<file path="src/rtl/fifo_control_unit_pkg.sv">
// Shared FIFO constants and the pointer type used by the controller, the register file and the wrappers.
package fifo_pkg;

    localparam int FIFO_ADDR_WIDTH = 4;
    localparam int FIFO_DATA_WIDTH = 8;
    localparam int FIFO_AF_LEVEL   = 12;
    localparam int FIFO_AE_LEVEL   = 2;

    typedef logic [FIFO_ADDR_WIDTH-1:0] ptr_t;

endpackage

</file>
<file path="src/rtl/fifo_control_unit_if.sv">
// Producer/consumer handshake and storage-control bundle for the FIFO controller.
// Optional level flags appear only when FIFO_LEVEL_FLAGS_EN is defined.
interface fifo_control_unit_if
    import fifo_pkg::*;
#(
    parameter int ADDR_WIDTH = FIFO_ADDR_WIDTH
);

    // push/pop are requests sampled every rising edge; there is no ready back-pressure,
    // a request made against full/empty is dropped and reported by overflow/underflow.
    logic                  push;
    logic                  pop;
    logic [ADDR_WIDTH-1:0] w_addr;
    logic [ADDR_WIDTH-1:0] r_addr;
    logic                  we;
    logic                  full;
    logic                  empty;
    logic                  overflow;
    logic                  underflow;
`ifdef FIFO_LEVEL_FLAGS_EN
    logic                  almost_full;
    logic                  almost_empty;

    modport master (
        output push, pop,
        input  w_addr, r_addr, we, full, empty, overflow, underflow, almost_full, almost_empty
    );

    modport slave (
        input  push, pop,
        output w_addr, r_addr, we, full, empty, overflow, underflow, almost_full, almost_empty
    );
`else
    modport master (
        output push, pop,
        input  w_addr, r_addr, we, full, empty, overflow, underflow
    );

    modport slave (
        input  push, pop,
        output w_addr, r_addr, we, full, empty, overflow, underflow
    );
`endif

endinterface

</file>
<file path="src/rtl/fifo_control_unit.sv">
// Pointer/flag controller turning a 2**ADDR_WIDTH-entry register file into a FIFO.
// Define FIFO_LEVEL_FLAGS_EN to add the occupancy counter and almost_full/almost_empty.
module fifo_control_unit
    import fifo_pkg::*;
#(
    parameter int ADDR_WIDTH = FIFO_ADDR_WIDTH
`ifdef FIFO_LEVEL_FLAGS_EN
    ,
    parameter int AF_LEVEL   = FIFO_AF_LEVEL,
    parameter int AE_LEVEL   = FIFO_AE_LEVEL
`endif
) (
    input logic               clk,
    input logic               rst,
    fifo_control_unit_if.slave bus
);

    logic [ADDR_WIDTH-1:0] wptr_q, wptr_d, wptr_inc;
    logic [ADDR_WIDTH-1:0] rptr_q, rptr_d, rptr_inc;
    logic                  full_q, full_d;
    logic                  empty_q, empty_d;
    logic                  overflow_q, overflow_d;
    logic                  underflow_q, underflow_d;
    logic                  wr_ok, rd_ok;

    // A pop frees the slot on the same edge, so a push into a full FIFO is accepted alongside it.
    assign wr_ok    = bus.push & (~full_q | bus.pop);
    assign rd_ok    = bus.pop & ~empty_q;
    assign wptr_inc = wptr_q + 1'b1;
    assign rptr_inc = rptr_q + 1'b1;

    always_comb begin
        wptr_d      = wr_ok ? wptr_inc : wptr_q;
        rptr_d      = rd_ok ? rptr_inc : rptr_q;
        full_d      = full_q;
        empty_d     = empty_q;
        overflow_d  = bus.push & full_q & ~bus.pop;
        underflow_d = bus.pop & empty_q;
        if (wr_ok && !rd_ok) begin
            empty_d = 1'b0;
            full_d  = (wptr_inc == rptr_q);
        end else if (rd_ok && !wr_ok) begin
            full_d  = 1'b0;
            empty_d = (rptr_inc == wptr_q);
        end
    end

    always_ff @(posedge clk) begin
        if (rst) begin
            wptr_q      <= '0;
            rptr_q      <= '0;
            full_q      <= 1'b0;
            empty_q     <= 1'b1;
            overflow_q  <= 1'b0;
            underflow_q <= 1'b0;
        end else begin
            wptr_q      <= wptr_d;
            rptr_q      <= rptr_d;
            full_q      <= full_d;
            empty_q     <= empty_d;
            overflow_q  <= overflow_d;
            underflow_q <= underflow_d;
        end
    end

    assign bus.w_addr    = wptr_q;
    assign bus.r_addr    = rptr_q;
    assign bus.we        = wr_ok;
    assign bus.full      = full_q;
    assign bus.empty     = empty_q;
    assign bus.overflow  = overflow_q;
    assign bus.underflow = underflow_q;

`ifdef FIFO_LEVEL_FLAGS_EN
    localparam logic [ADDR_WIDTH:0] AF_CNT = (ADDR_WIDTH+1)'(AF_LEVEL);
    localparam logic [ADDR_WIDTH:0] AE_CNT = (ADDR_WIDTH+1)'(AE_LEVEL);

    logic [ADDR_WIDTH:0] count_q, count_d;
    logic                afull_q, aempty_q;

    always_comb begin
        unique case ({wr_ok, rd_ok})
            2'b10:   count_d = count_q + 1'b1;
            2'b01:   count_d = count_q - 1'b1;
            default: count_d = count_q;
        endcase
    end

    // Level flags are registered from the next count so they line up with full/empty.
    always_ff @(posedge clk) begin
        if (rst) begin
            count_q  <= '0;
            afull_q  <= 1'b0;
            aempty_q <= 1'b1;
        end else begin
            count_q  <= count_d;
            afull_q  <= (count_d >= AF_CNT);
            aempty_q <= (count_d <= AE_CNT);
        end
    end

    assign bus.almost_full  = afull_q;
    assign bus.almost_empty = aempty_q;
`endif

endmodule

</file>
<file path="src/flat_wrapper.sv">
// flat-port wrapper written by rule: the top's interface ports become plain ports
module fifo_control_unit_flat import fifo_pkg::*;
#(
    parameter int ADDR_WIDTH = FIFO_ADDR_WIDTH

)
  (clk, rst, bus_push, bus_pop, bus_w_addr, bus_r_addr, bus_we, bus_full, bus_empty, bus_overflow, bus_underflow);
  fifo_control_unit_if #(.ADDR_WIDTH(ADDR_WIDTH)) bus_i ();
  input logic clk;
  input logic rst;
  input wire logic [$bits(bus_i.push)-1:0] bus_push;
  input wire logic [$bits(bus_i.pop)-1:0] bus_pop;
  output wire logic [$bits(bus_i.w_addr)-1:0] bus_w_addr;
  output wire logic [$bits(bus_i.r_addr)-1:0] bus_r_addr;
  output wire logic [$bits(bus_i.we)-1:0] bus_we;
  output wire logic [$bits(bus_i.full)-1:0] bus_full;
  output wire logic [$bits(bus_i.empty)-1:0] bus_empty;
  output wire logic [$bits(bus_i.overflow)-1:0] bus_overflow;
  output wire logic [$bits(bus_i.underflow)-1:0] bus_underflow;
  assign bus_i.push = bus_push;
  assign bus_i.pop = bus_pop;
  assign bus_w_addr = bus_i.w_addr;
  assign bus_r_addr = bus_i.r_addr;
  assign bus_we = bus_i.we;
  assign bus_full = bus_i.full;
  assign bus_empty = bus_i.empty;
  assign bus_overflow = bus_i.overflow;
  assign bus_underflow = bus_i.underflow;
  fifo_control_unit #(.ADDR_WIDTH(ADDR_WIDTH)) u_core (.clk(clk), .rst(rst), .bus(bus_i));
endmodule
</file>
<file path="config.mk">
export PLATFORM = sky130hd
export DESIGN_NAME = fifo_control_unit_flat
export DESIGN_NICKNAME = d
export VERILOG_FILES = /design/src/rtl/fifo_control_unit_pkg.sv /design/src/rtl/fifo_control_unit_if.sv /design/src/rtl/fifo_control_unit.sv /design/src/flat_wrapper.sv
export SDC_FILE = /design/constraint.sdc
export NUM_CORES = 1
export LEC_CHECK = 0
export BUFFER_PORTS_ARGS = -buffer_cell sky130_fd_sc_hd__buf_2
export CAP_MARGIN = 25
export CELL_PAD_IN_SITES_DETAIL_PLACEMENT = 0
export CELL_PAD_IN_SITES_GLOBAL_PLACEMENT = 2
export CORE_UTILIZATION = 29
export DETAILED_ROUTE_END_ITERATION = 8
export PLACE_DENSITY = 0.77
export SYNTH_ARGS = -nofsm -noshare
export SYNTH_HDL_FRONTEND = slang
export SYNTH_SLANG_ARGS = --single-unit
</file>
<file path="constraint.sdc">
create_clock -name clk -period 1.6 [get_ports clk]
set_input_delay 0.16 -clock clk [delete_from_list [all_inputs] [get_ports clk]]
set_output_delay 0.16 -clock clk [all_outputs]
set_load 0.005 [all_outputs]
</file>
==> results list <==
- The number of hold buffers added after CTS was 0.
* Startpoint of the worst setup timing path: u_core.bus.full$_SDFFE_PP0P_
* Die Y-Extent: 48.1 um
* Proportion of layout cells with a drive suffix above 1: 0.282
- P_leak: 0.333 nW
- Summed over all nets, the half-perimeter wirelength after detailed placement is 953 um.
- Once routing completed, OpenROAD measured the worst setup slack at 0.158 ns.
- Before antenna repair, the detailed router went through 4 iterations.
* Starting density of the core: 0.311
* Worst r2r src: u_core.bus.full$_SDFFE_PP0P_
* Count of endpoints failing hold in the final timing report: 0
- The average instance in the mapped netlist occupies 9.33 um^2.
* Data arrival time of the critical path: 1.62 ns
* Synthesis Warnings: 0
* H-tree depth reported by CTS: 1
- Power spread over the standard cell area amounts to 821 nW/um^2.
- In this run the remaining antenna-violating nets after routing total 0.
- Summed over all layers, the global routing overflow is 0.
- Dividing the detail-routed wire length by the instance count gives 11.5 um.
- Headroom to the max-slew limit came out at 0.806.
- Avg Vias per Cell: 4.71
- Setup-failing EPs final: 0
- Cell count of the worst reg-to-reg path: 6
- Critical path's slowest cell: sky130_fd_sc_hd__dfxtp_1
* Type of the worst min-delay path: in -> reg
- In the routed design, unresolved DRC markers number 0.
- In this run the worst path has a maximum fanout of 4.
* Cell with the most instances on the worst path: sky130_fd_sc_hd__nor2_1
- 0 antenna diodes ended up in the layout.
* GR Util All Layers: 0.127
- Compared with the post-synthesis result, the final layout area differs by 22.8%.
- Max-cap violations in this run came to 0.
- Across the VDD grid, the largest voltage drop is 0.366 mV.
- Traced cell by cell, the critical path runs through nor2b_1 > nor2_1 > ha_1 > nor2_1 > nand3_1 > o31ai_1.
- Number of nets in the synthesized netlist: 73
- For the pin with the worst max-slew slack, the measured transition is 0.289 ns.
- The floorplan step defined a die boundary enclosing 2310 um^2.
- Number of library cell types mapped by synthesis: 24
- The clock drives 12 sinks.
- Largest cells by area after synthesis: sky130_fd_sc_hd__dfxtp_1 (39%), sky130_fd_sc_hd__xnor2_1 (10%), sky130_fd_sc_hd__ha_1 (6.1%), sky130_fd_sc_hd__xor2_1 (5.7%), sky130_fd_sc_hd__a21oi_1 (4.9%)
- In this design, the stage delay of the slowest critical-path cell is 0.36 ns.
- Worst Setup Path Type: reg -> reg
* Pre-CTS worst setup slack: 0.142 ns
- The core region is 1980 um^2.
* Number of I/O pins: 17
* Final cycle utilization of the critical path: 0.901
* Number of instances resized during post-cts repair: 0
- The synthesized design contains 12 register bits.
- Overall power consumption after layout is estimated at 0.000621 W.
- Summed over all failing endpoints, the final setup total negative slack is 0 ns.
- Minimum clock period after layout: 1.44 ns
- Number of buffer and inverter stages on the critical path: 0
- Counting instances, the worst hold path has a depth of 2.
* TritonCTS clock tree: built
- Setup bufs post-CTS: 0
* Number of buffers created by CTS: 3
- Maximum clock frequency: 694 MHz
- Clock skew on the completed layout was measured at 0.00413 ns.
- Post-synth design cell area: 616 um^2
- Chip Width: 48.1 um
- STA puts the critical path data required time at 1.78 ns.
* Vias after detailed routing: 528
- The critical path crosses 6 cells after its start point.
* Initial antenna violation count: 0
- After clock tree synthesis, the clock-pin slew on the worst setup and hold paths is 0.08 ns.
- The cell family contributing the most delay on the critical path is simple AND/OR/NAND/NOR gates.
- Clock Tree Root: sky130_fd_sc_hd__clkbuf_4
* Total routed wirelength: 1290 um
- Max Slew Vio Count: 0
- The worst hold path begins at bus_pop.
* Core Rows: 16
- For this run, the register share of the synthesized area comes to 0.390.
* Deepest clock path buffer count: 2
- Number of buffer cells added on primary ports: 16
* First-iteration detailed-routing DRC count: 7
- Clock latency on the worst-skew pair, taken at its later pin, is 0.27 ns.
- Status: complete, no violations
* Critical Path Source Type: register
- The number of global-route vias before repair was 450.
- The congestion estimate from routability-driven global placement came to 0.711.
- Setup repair after global routing missed its margin: false
- Instance count of the mapped netlist: 66
- After the last flow step, the layout net total stands at 94.
- Maximum number of pins on one net before global-route repair: 14
* Capturing element type of the critical path: register
- Area fraction of the dominant cell type after synthesis: 0.390
* Cell type contributing the most total cell area after synthesis: sky130_fd_sc_hd__dfxtp_1
* Global-route wire length before repair: 1900 um
-- cell families (layout without fill, tap and decap cells) --
logic type                 Yosys count  in the layout  share of synthesized area
and+or+nand+nor                     21             21                      0.197
AOI/OAI and AO/OA                   13             13                      0.136
DFF                                 12             12                      0.390
xor gates and xnor gates            11             11                      0.157
buffers and inverters                5             24                     0.0427
adders and majority gates            3              3                     0.0610
muxes                                1              1                     0.0163
-- synthesized netlist by cell type --
| cell | number |
|---|---|
| sky130_fd_sc_hd__nand2b_1 | 1 |
| sky130_fd_sc_hd__or4_1 | 2 |
| sky130_fd_sc_hd__xnor2_1 | 7 |
| sky130_fd_sc_hd__o21ai_0 | 2 |
| sky130_fd_sc_hd__dfxtp_1 | 12 |
| sky130_fd_sc_hd__nand3b_1 | 3 |
| sky130_fd_sc_hd__nor2_1 | 6 |
| sky130_fd_sc_hd__nor2b_1 | 1 |
| sky130_fd_sc_hd__mux2i_1 | 1 |
| sky130_fd_sc_hd__buf_6 | 1 |
| sky130_fd_sc_hd__o41ai_2 | 1 |
| sky130_fd_sc_hd__ha_1 | 3 |
| sky130_fd_sc_hd__inv_1 | 1 |
| sky130_fd_sc_hd__nand4b_1 | 1 |
| sky130_fd_sc_hd__or3_1 | 2 |
| sky130_fd_sc_hd__clkbuf_1 | 2 |
| sky130_fd_sc_hd__o31ai_1 | 3 |
| sky130_fd_sc_hd__a21oi_1 | 6 |
| sky130_fd_sc_hd__inv_2 | 1 |
| sky130_fd_sc_hd__xor2_1 | 4 |
| sky130_fd_sc_hd__nand3_1 | 3 |
| sky130_fd_sc_hd__o21ai_1 | 1 |
| sky130_fd_sc_hd__nand2_1 | 1 |
| sky130_fd_sc_hd__nor4b_1 | 1 |
-- final timing paths --
path | slack (ns) | endpoint
setup reg to reg | 0.16 | u_core.bus.empty$_SDFFE_PP1P_
hold reg to reg | 0.48 | u_core.bus.underflow$_SDFF_PP0_
hold / removal | 0.11 | u_core.bus.overflow$_SDFF_PP0_
setup / recovery | 0.16 | u_core.bus.empty$_SDFFE_PP1P_
-- cell type report --
cell class | instances | area, um^2
flip-flops and latches | 12 | 240
inverters | 2 | 7.51
fillers | 208 | 1230
repair buffers | 19 | 103
clock buffers | 3 | 22.5
well taps | 27 | 33.8
multi-input cells | 49 | 349
-- registers in the layout, indices dropped and copies added, names as in the netlist --
| register | cells |
|---|---|
| u_core.bus.r_addr | 4 |
| u_core.bus.full | 1 |
| u_core.bus.overflow | 1 |
| u_core.bus.underflow | 1 |
| u_core.bus.empty | 1 |
| u_core.bus.w_addr | 4 |
-- worst reg2reg max path, cell delays in order, from the launching register on --
cell and delay, ns:
sky130_fd_sc_hd__dfxtp_1 0.36, sky130_fd_sc_hd__nor2b_1 0.18, sky130_fd_sc_hd__nor2_1 0.07, sky130_fd_sc_hd__ha_1 0.35
sky130_fd_sc_hd__nor2_1 0.12, sky130_fd_sc_hd__nand3_1 0.08, sky130_fd_sc_hd__o31ai_1 0.21
-- through the flow --
| step | instance area (um^2) | util | instances | hold slack (ns) |
|---|---|---|---|---|
| 2_1_floorplan | 616 | - | 66 | 0.236 |
| 3_3_place_gp | 733 | 0.370 | 109 | 0.399 |
| 3_5_place_dp | 733 | 0.370 | 109 | 0.399 |
| 4_1_cts | 756 | 0.381 | 112 | 0.105 |
| 5_1_grt | 756 | 0.381 | 112 | 0.0953 |
| 6_report | 756 | 0.381 | 112 | 0.114 |
-- cell usage in the layout (no fill, tap or decap), drive strengths merged, types with 2 or more instances in the layout --
master,count
xnor2,7
xor2,4
inv,2
ha,3
nand3b,3
a21oi,6
or4,2
dfxtp,12
nor2,6
clkbuf,3
o21ai,3
o31ai,3
or3,2
nand3,3
buf,19
-- power by group --
group          total, W  switching (W)  leakage, nW  internal [W]
sequential     0.000329      0.0000154       0.0978      0.000313
clock          0.000185      0.0000983       0.0138     0.0000870
combinational  0.000107      0.0000536        0.221     0.0000531
-- metal layers --
metal | wire length (um) | vias up | share of wire | GRT usage
met4 | 0 | 0 | 0 | 0.0167
met1 | 627 | 238 | 0.49 | 0.148
met2 | 576 | 14 | 0.45 | 0.205
li1 | - | 276 | - | -
met5 | 0 | - | 0 | 0
met3 | 81 | 0 | 0.063 | 0.0792
Note: power is estimated with default switching activity, not from simulation.
